--- src/rtl/keypad_scanner_if.sv ---
// Keypad matrix pins plus the decoded key/operand outputs of keypad_scanner.
// The master side is the scanner; the slave side is the keypad and its consumer.
interface keypad_scanner_if #(
    parameter int WIDTH = 16
);
    logic [3:0]       row;
    logic [3:0]       col;
    logic             clear;
    logic [3:0]       key_code;
    logic             key_valid;
    logic [WIDTH-1:0] value;

    modport master (
        input  row, clear,
        output col, key_code, key_valid, value
    );

    modport slave (
        output row, clear,
        input  col, key_code, key_valid, value
    );
endinterface

--- src/rtl/keypad_scanner.sv ---
// 4x4 matrix keypad scanner with debounce, hex key code strobe and nibble operand register.
// Optional auto-repeat of a held key is enabled by defining KEY_REPEAT_EN.
module keypad_scanner #(
    parameter int SCAN_DIV       = 6250,
    parameter int DEBOUNCE_SCANS = 4,
    parameter int WIDTH          = 16,
    parameter int REPEAT_DELAY   = 64,
    parameter int REPEAT_RATE    = 16
) (
    input logic              clk,
    input logic              rst,
    keypad_scanner_if.master kp
);
    localparam int DW = $clog2(SCAN_DIV);
    localparam int CW = $clog2(DEBOUNCE_SCANS + 1);
    localparam logic [DW-1:0] DIV_LAST = DW'(SCAN_DIV - 1);
    localparam logic [CW-1:0] DB_LAST  = CW'(DEBOUNCE_SCANS - 1);

    generate
        if (SCAN_DIV < 2 || DEBOUNCE_SCANS < 1 || WIDTH < 4 || (WIDTH % 4) != 0 ||
            REPEAT_DELAY < 1 || REPEAT_RATE < 1) begin : g_bad_params
            $error("keypad_scanner: illegal parameter value");
        end
    endgenerate

    typedef enum logic [1:0] {SCAN, DEBOUNCE, HELD} state_t;

    state_t           state;
    logic [DW-1:0]    div_cnt;
    logic             tick;
    logic [3:0]       row_meta;
    logic [3:0]       row_s;
    logic [1:0]       col_idx;
    logic [1:0]       cand_row;
    logic [CW-1:0]    cnt;
    logic [CW-1:0]    rcnt;
    logic [3:0]       key_code_r;
    logic             key_valid_r;
    logic [WIDTH-1:0] value_r;
    logic             any_low;
    logic [1:0]       low_row;

`ifdef KEY_REPEAT_EN
    localparam int RMAX = (REPEAT_DELAY > REPEAT_RATE) ? REPEAT_DELAY : REPEAT_RATE;
    localparam int RW   = $clog2(RMAX + 1);
    localparam logic [RW-1:0] RD_LAST = RW'(REPEAT_DELAY - 1);
    localparam logic [RW-1:0] RR_LAST = RW'(REPEAT_RATE - 1);
    logic [RW-1:0] rep_cnt;
    logic          rep_first;
`endif

    function automatic logic [3:0] map_key(input logic [1:0] r, input logic [1:0] c);
        case ({r, c})
            4'h0: map_key = 4'h1;  4'h1: map_key = 4'h2;  4'h2: map_key = 4'h3;  4'h3: map_key = 4'hA;
            4'h4: map_key = 4'h4;  4'h5: map_key = 4'h5;  4'h6: map_key = 4'h6;  4'h7: map_key = 4'hB;
            4'h8: map_key = 4'h7;  4'h9: map_key = 4'h8;  4'hA: map_key = 4'h9;  4'hB: map_key = 4'hC;
            4'hC: map_key = 4'h0;  4'hD: map_key = 4'hF;  4'hE: map_key = 4'hE;  default: map_key = 4'hD;
        endcase
    endfunction

    assign tick = (div_cnt == DIV_LAST);

    // Lowest-index low row wins when several rows of one column are pressed.
    always_comb begin
        any_low = (row_s != 4'hF);
        casez (row_s)
            4'b???0: low_row = 2'd0;
            4'b??01: low_row = 2'd1;
            4'b?011: low_row = 2'd2;
            default: low_row = 2'd3;
        endcase
    end

    always_ff @(posedge clk or posedge rst) begin
        if (rst) begin
            div_cnt  <= '0;
            row_meta <= '1;
            row_s    <= '1;
        end else begin
            div_cnt  <= tick ? '0 : div_cnt + 1'b1;
            row_meta <= kp.row;
            row_s    <= row_meta;
        end
    end

    always_ff @(posedge clk or posedge rst) begin
        if (rst) begin
            state       <= SCAN;
            col_idx     <= '0;
            cand_row    <= '0;
            cnt         <= '0;
            rcnt        <= '0;
            key_code_r  <= '0;
            key_valid_r <= 1'b0;
`ifdef KEY_REPEAT_EN
            rep_cnt     <= '0;
            rep_first   <= 1'b1;
`endif
        end else begin
            key_valid_r <= 1'b0;
`ifdef KEY_REPEAT_EN
            if (state != HELD) begin
                rep_cnt   <= '0;
                rep_first <= 1'b1;
            end
`endif
            if (tick) begin
                case (state)
                    SCAN: begin
                        if (!any_low) begin
                            col_idx <= col_idx + 1'b1;
                        end else begin
                            cand_row <= low_row;
                            // A single required scan accepts on the detecting tick itself.
                            if (DEBOUNCE_SCANS == 1) begin
                                key_valid_r <= 1'b1;
                                key_code_r  <= map_key(low_row, col_idx);
                                rcnt        <= '0;
                                state       <= HELD;
                            end else begin
                                cnt   <= CW'(1);
                                state <= DEBOUNCE;
                            end
                        end
                    end
                    DEBOUNCE: begin
                        if (!row_s[cand_row]) begin
                            if (cnt == DB_LAST) begin
                                key_valid_r <= 1'b1;
                                key_code_r  <= map_key(cand_row, col_idx);
                                rcnt        <= '0;
                                state       <= HELD;
                            end else begin
                                cnt <= cnt + 1'b1;
                            end
                        end else begin
                            cnt     <= '0;
                            col_idx <= col_idx + 1'b1;
                            state   <= SCAN;
                        end
                    end
                    HELD: begin
                        if (&row_s) begin
                            if (rcnt == DB_LAST) begin
                                rcnt    <= '0;
                                col_idx <= col_idx + 1'b1;
                                state   <= SCAN;
                            end else begin
                                rcnt <= rcnt + 1'b1;
                            end
                        end else begin
                            rcnt <= '0;
                        end
`ifdef KEY_REPEAT_EN
                        if (!row_s[cand_row]) begin
                            if (rep_cnt == (rep_first ? RD_LAST : RR_LAST)) begin
                                key_valid_r <= 1'b1;
                                rep_cnt     <= '0;
                                rep_first   <= 1'b0;
                            end else begin
                                rep_cnt <= rep_cnt + 1'b1;
                            end
                        end else begin
                            rep_cnt   <= '0;
                            rep_first <= 1'b1;
                        end
`endif
                    end
                    default: state <= SCAN;
                endcase
            end
        end
    end

    // Shift keys in on the strobe cycle; clear overrides a coincident shift.
    always_ff @(posedge clk or posedge rst) begin
        if (rst) begin
            value_r <= '0;
        end else if (kp.clear) begin
            value_r <= '0;
        end else if (key_valid_r) begin
            value_r <= (value_r << 4) | WIDTH'(key_code_r);
        end
    end

    assign kp.col       = ~(4'b0001 << col_idx);
    assign kp.key_code  = key_code_r;
    assign kp.key_valid = key_valid_r;
    assign kp.value     = value_r;
endmodule

--- src/flat_wrapper.sv ---
// flat-port wrapper written by rule: the top's interface ports become plain ports
module keypad_scanner_flat 
#(
    parameter int SCAN_DIV       = 6250,
    parameter int DEBOUNCE_SCANS = 4,
    parameter int WIDTH          = 16,
    parameter int REPEAT_DELAY   = 64,
    parameter int REPEAT_RATE    = 16
)
  (clk, rst, kp_row, kp_clear, kp_col, kp_key_code, kp_key_valid, kp_value);
  keypad_scanner_if #(.WIDTH(WIDTH)) kp_i ();
  input logic clk;
  input logic rst;
  input wire logic [$bits(kp_i.row)-1:0] kp_row;
  input wire logic [$bits(kp_i.clear)-1:0] kp_clear;
  output wire logic [$bits(kp_i.col)-1:0] kp_col;
  output wire logic [$bits(kp_i.key_code)-1:0] kp_key_code;
  output wire logic [$bits(kp_i.key_valid)-1:0] kp_key_valid;
  output wire logic [$bits(kp_i.value)-1:0] kp_value;
  assign kp_i.row = kp_row;
  assign kp_i.clear = kp_clear;
  assign kp_col = kp_i.col;
  assign kp_key_code = kp_i.key_code;
  assign kp_key_valid = kp_i.key_valid;
  assign kp_value = kp_i.value;
  keypad_scanner #(.SCAN_DIV(SCAN_DIV), .DEBOUNCE_SCANS(DEBOUNCE_SCANS), .WIDTH(WIDTH), .REPEAT_DELAY(REPEAT_DELAY), .REPEAT_RATE(REPEAT_RATE)) u_core (.clk(clk), .rst(rst), .kp(kp_i));
endmodule
--- config.mk ---
export PLATFORM = sky130hd
export DESIGN_NAME = keypad_scanner_flat
export DESIGN_NICKNAME = d
export VERILOG_FILES = /design/src/rtl/keypad_scanner_if.sv /design/src/rtl/keypad_scanner.sv /design/src/flat_wrapper.sv
export SDC_FILE = /design/constraint.sdc
export NUM_CORES = 1
export LEC_CHECK = 0
export ABC_AREA = 1
export BUFFER_PORTS_ARGS = -buffer_cell sky130_fd_sc_hd__buf_4
export CORE_ASPECT_RATIO = 0.8
export CORE_MARGIN = 4
export CORE_UTILIZATION = 30
export DETAILED_ROUTE_END_ITERATION = 7
export GPL_ROUTABILITY_DRIVEN = 0
export PLACE_DENSITY = 0.58
export SLEW_MARGIN = 20
export SYNTH_ARGS = -nofsm -noshare
export SYNTH_HDL_FRONTEND = slang
export SYNTH_SLANG_ARGS = --single-unit
export TNS_END_PERCENT = 100
--- constraint.sdc ---
create_clock -name clk -period 1.7 [get_ports clk]
set_clock_uncertainty 0.1 [all_clocks]
set_input_delay 0.085 -clock clk [delete_from_list [all_inputs] [get_ports clk]]
set_output_delay 0.085 -clock clk [all_outputs]
set_load 0.01 [all_outputs]
==> impl_metrics.toml <==
[layout]
fillers = 922
design_area_sq_um = 3560
antennaDiodeCount = 0
syn_to_final_growth_pct = 23.6
final_nets = 398
multiInputGateArea_sq_um = 1250
final-seq-area_sq_um = 1360
finalNonFillerCells = 493
drive_gt1_share_pct = 28.6

[floorplanning]
die_x_microns = 118
io_pins = 32
die-area_sq_um = 11300
coreArea_sq_um = 9230
rows = 31
initial_core_util_pct = 31.2
die_h_microns = 95.7

[sta]
post-route-period-util_pct = 98.6
slew_violations = 0
slew_headroom_pct = 66.9
timing.final.ws_setup_ps = 23.6
worstMarginPinSlew_ps = 495
setup-violations-final = 0
max_freq_mhz = 597
hold_violations = 0
rsz0062_at_grt = "true"
post-route-min-period_ps = 1680
tns_ps = 0

[drt]
dr.first_iter.drc_count = 143
wl_per_cell_microns = 11.5
ant_nets = 0
drc = 0
firstDrtPassIters = 5
vias = 2142
vias_per_cell = 4.34
finalWirelength_microns = 5670

[global_route]
grt_pass1_wl_microns = 9800
grt_usage_pct = 10.7
antenna_found_initial = 0
grt_start_max_net_pins = 21
grt_pass1_vias = 2081
grt.overflow.total = 0

[clock_network]
root_buffer = "clkbuf_16"
cts_made_buffers = 5
cts_max_path_buffers = 2
clock_latency_ps = 290
clkSinkCount = 54
path_clk_slew_ps = 70
h-tree-depth = 2
cts_tree = "built"

[yosys]
synth_ff_type = "dfrtp_1"
syn_area_per_cell_sq_um = 8.74
synthCells = 330
yosys-top-cells-area = "dfrtp_1, nand2_1, inv_1"
synth_top_area_cell = "dfrtp_1"
async_reset_ff_share_pct = 100
netlist_area_sq_um = 2880
synthDistinctLibCells = 37
synth_common_cells = "nand2_1, inv_1, dfrtp_1"
ys_ff_latch = 54
synth-edff-count = 0
syn_nets = 351
synth-seq-area-share_pct = 47.2
yosysMostFrequentCell = "nand2_1"
yosys_warnings = 0
netlist.area_leader.share_pct = 39.9

[pwr]
p_per_area_nw_per_um2 = 715
p_sw_uw = 519
fin_total_pwr_mw = 2.55
p_int_mw = 2.03
switching_share_pct = 20.4
power_frac_seq_pct = 51.2
clockPowerShare_pct = 45.7
p_leak_nw = 1.73
worst_ir_drop_vdd_mv = 0.445
p_comb_share_pct = 3.0

[setup_path]
path_cells = "inv_2, ha_4, nand2_4, nor3_4, nand3_4, nor2_4, nand2_2, nand2_1, nand2_1"
critical_path_buf_inv_count = 1
critPathKind = "reg2reg"
crit_top_cell = "nand2_1"
crit_fanout = 5
critPathMaxStageDelay_ps = 410
cp_slowest_cell = "dfrtp_1"
worstPathRequired_ps = 1780
startpoint_type = "flop"
end_kind = "flop"
critPathTopFamily = "simple AND/OR/NAND/NOR gates"
cp_data_arrival_time_ps = 1760

[placement]
place_area_sq_um = 3280
portBuffers = 31
place_inst = 476
dp_slack_ps = 34.3
hpwlAfterDp_microns = 4280

[outcome]
status = "finished, final reports clean"

[worst_hold_path]
hp-class = "in2async"

[flow_run]
drv_cap = 0
cell usage in the layout, fill, tap and decap left out, types with 2 or more instances in the layout:
cell type,n
nand2_1,63
inv_1,60
dfrtp_1,45
buf_4,39
nor2_1,19
nand3_1,15
o22ai_1,15
o21ai_0,11
ha_1,11
nor2_4,9
inv_2,8
dfstp_2,8
nand2_2,7
dlygate4sd3_1,6
o21ai_1,5
o21ai_2,5
nor3_1,5
clkbuf_16,5
nand4_1,4
a21oi_1,4
nand2_4,3
nor2_2,3
nand3_2,3
clkinv_2,2
nand3_4,2
xor2_1,2
or2_2,2
ha_2,2
metal layers:
metal | share of wire, % | up-vias | track usage [%]
met1 | 53 | 967 | 15.3
met5 | 0 | - | 0
met2 | 43 | 51 | 15.7
li1 | - | 1122 | -
met4 | 0.34 | 0 | 3.51
met3 | 4.1 | 2 | 2.76
worst min-delay path, stage by stage:
cell	delay, ps
dlygate4sd3_1	530
buf_4	130
inv_2	290
through the flow:
step	util [%]	hold slack (ps)
final	38.6	236
after global placement	35.5	0.260
after floorplan	-	-10.5
after global routing	38.6	266
after CTS	38.0	239
after detailed placement	35.5	4.57
cell families (layout without fill, tap and decap cells):
| group | after synthesis | after routing | share of synthesized area [%] |
|---|---|---|---|
| AOI/OAI and AO/OA | 41 | 41 | 8.42 |
| xor gates and xnor gates | 3 | 3 | 0.911 |
| adders and majority gates | 14 | 14 | 6.07 |
| buffers and inverters | 76 | 124 | 10.6 |
| DFF | 54 | 54 | 47.2 |
| and+or+nand+nor | 142 | 142 | 26.8 |
power by group through the flow:
stage / logic (mW) / registers (mW) / clock network, mW
floorplan: 0.0397 / 1.33 / 0
global placement: 0.0681 / 1.33 / 0
detailed placement: 0.0694 / 1.33 / 0
CTS: 0.0803 / 1.31 / 1.21
global route: 0.0886 / 1.31 / 1.26
finish: 0.0775 / 1.31 / 1.17
what timing repair did:
item / 4_1_cts / 5_1_grt
buffers inserted: 0 / 3
endpoints found under the hold margin: 28 / 0
resized for setup: 0 / 14
hold buffers: 6 / 0
setup endpoints to repair: 0 / 15
cell type report:
type,instances,area share (%)
sequential,54,38.2
clock buffer,5,3.51
multi-input combinational,200,35.1
inverter,70,7.48
tap,115,4.04
clock inverter,3,1.23
timing repair buffer,46,10.5
state kept, by name (all words and copies together) (netlist names), 3 cells and up:
name	flops
u_core.kp.key_code	4
u_core.div_cnt	13
u_core.row_s	4
u_core.row_meta	4
u_core.cnt	3
u_core.rcnt	3
u_core.kp.value	16
worst paths after layout:
path	start	endpoint	depth (start not counted)	slack, ps
setup reg to reg	u_core.div_cnt[1]	u_core.col_idx[1]	9	20
max in group asynchronous	rst	u_core.kp.value[0]	4	670
hold reg to reg	u_core.row_meta[2]	u_core.row_s[2]	0	260
setup / recovery	u_core.div_cnt[1]	u_core.col_idx[1]	9	20
min in group clk	u_core.row_meta[2]	u_core.row_s[2]	0	260
hold / removal	rst	u_core.cnt[1]	3	240
(Power assumes the default switching activity.)
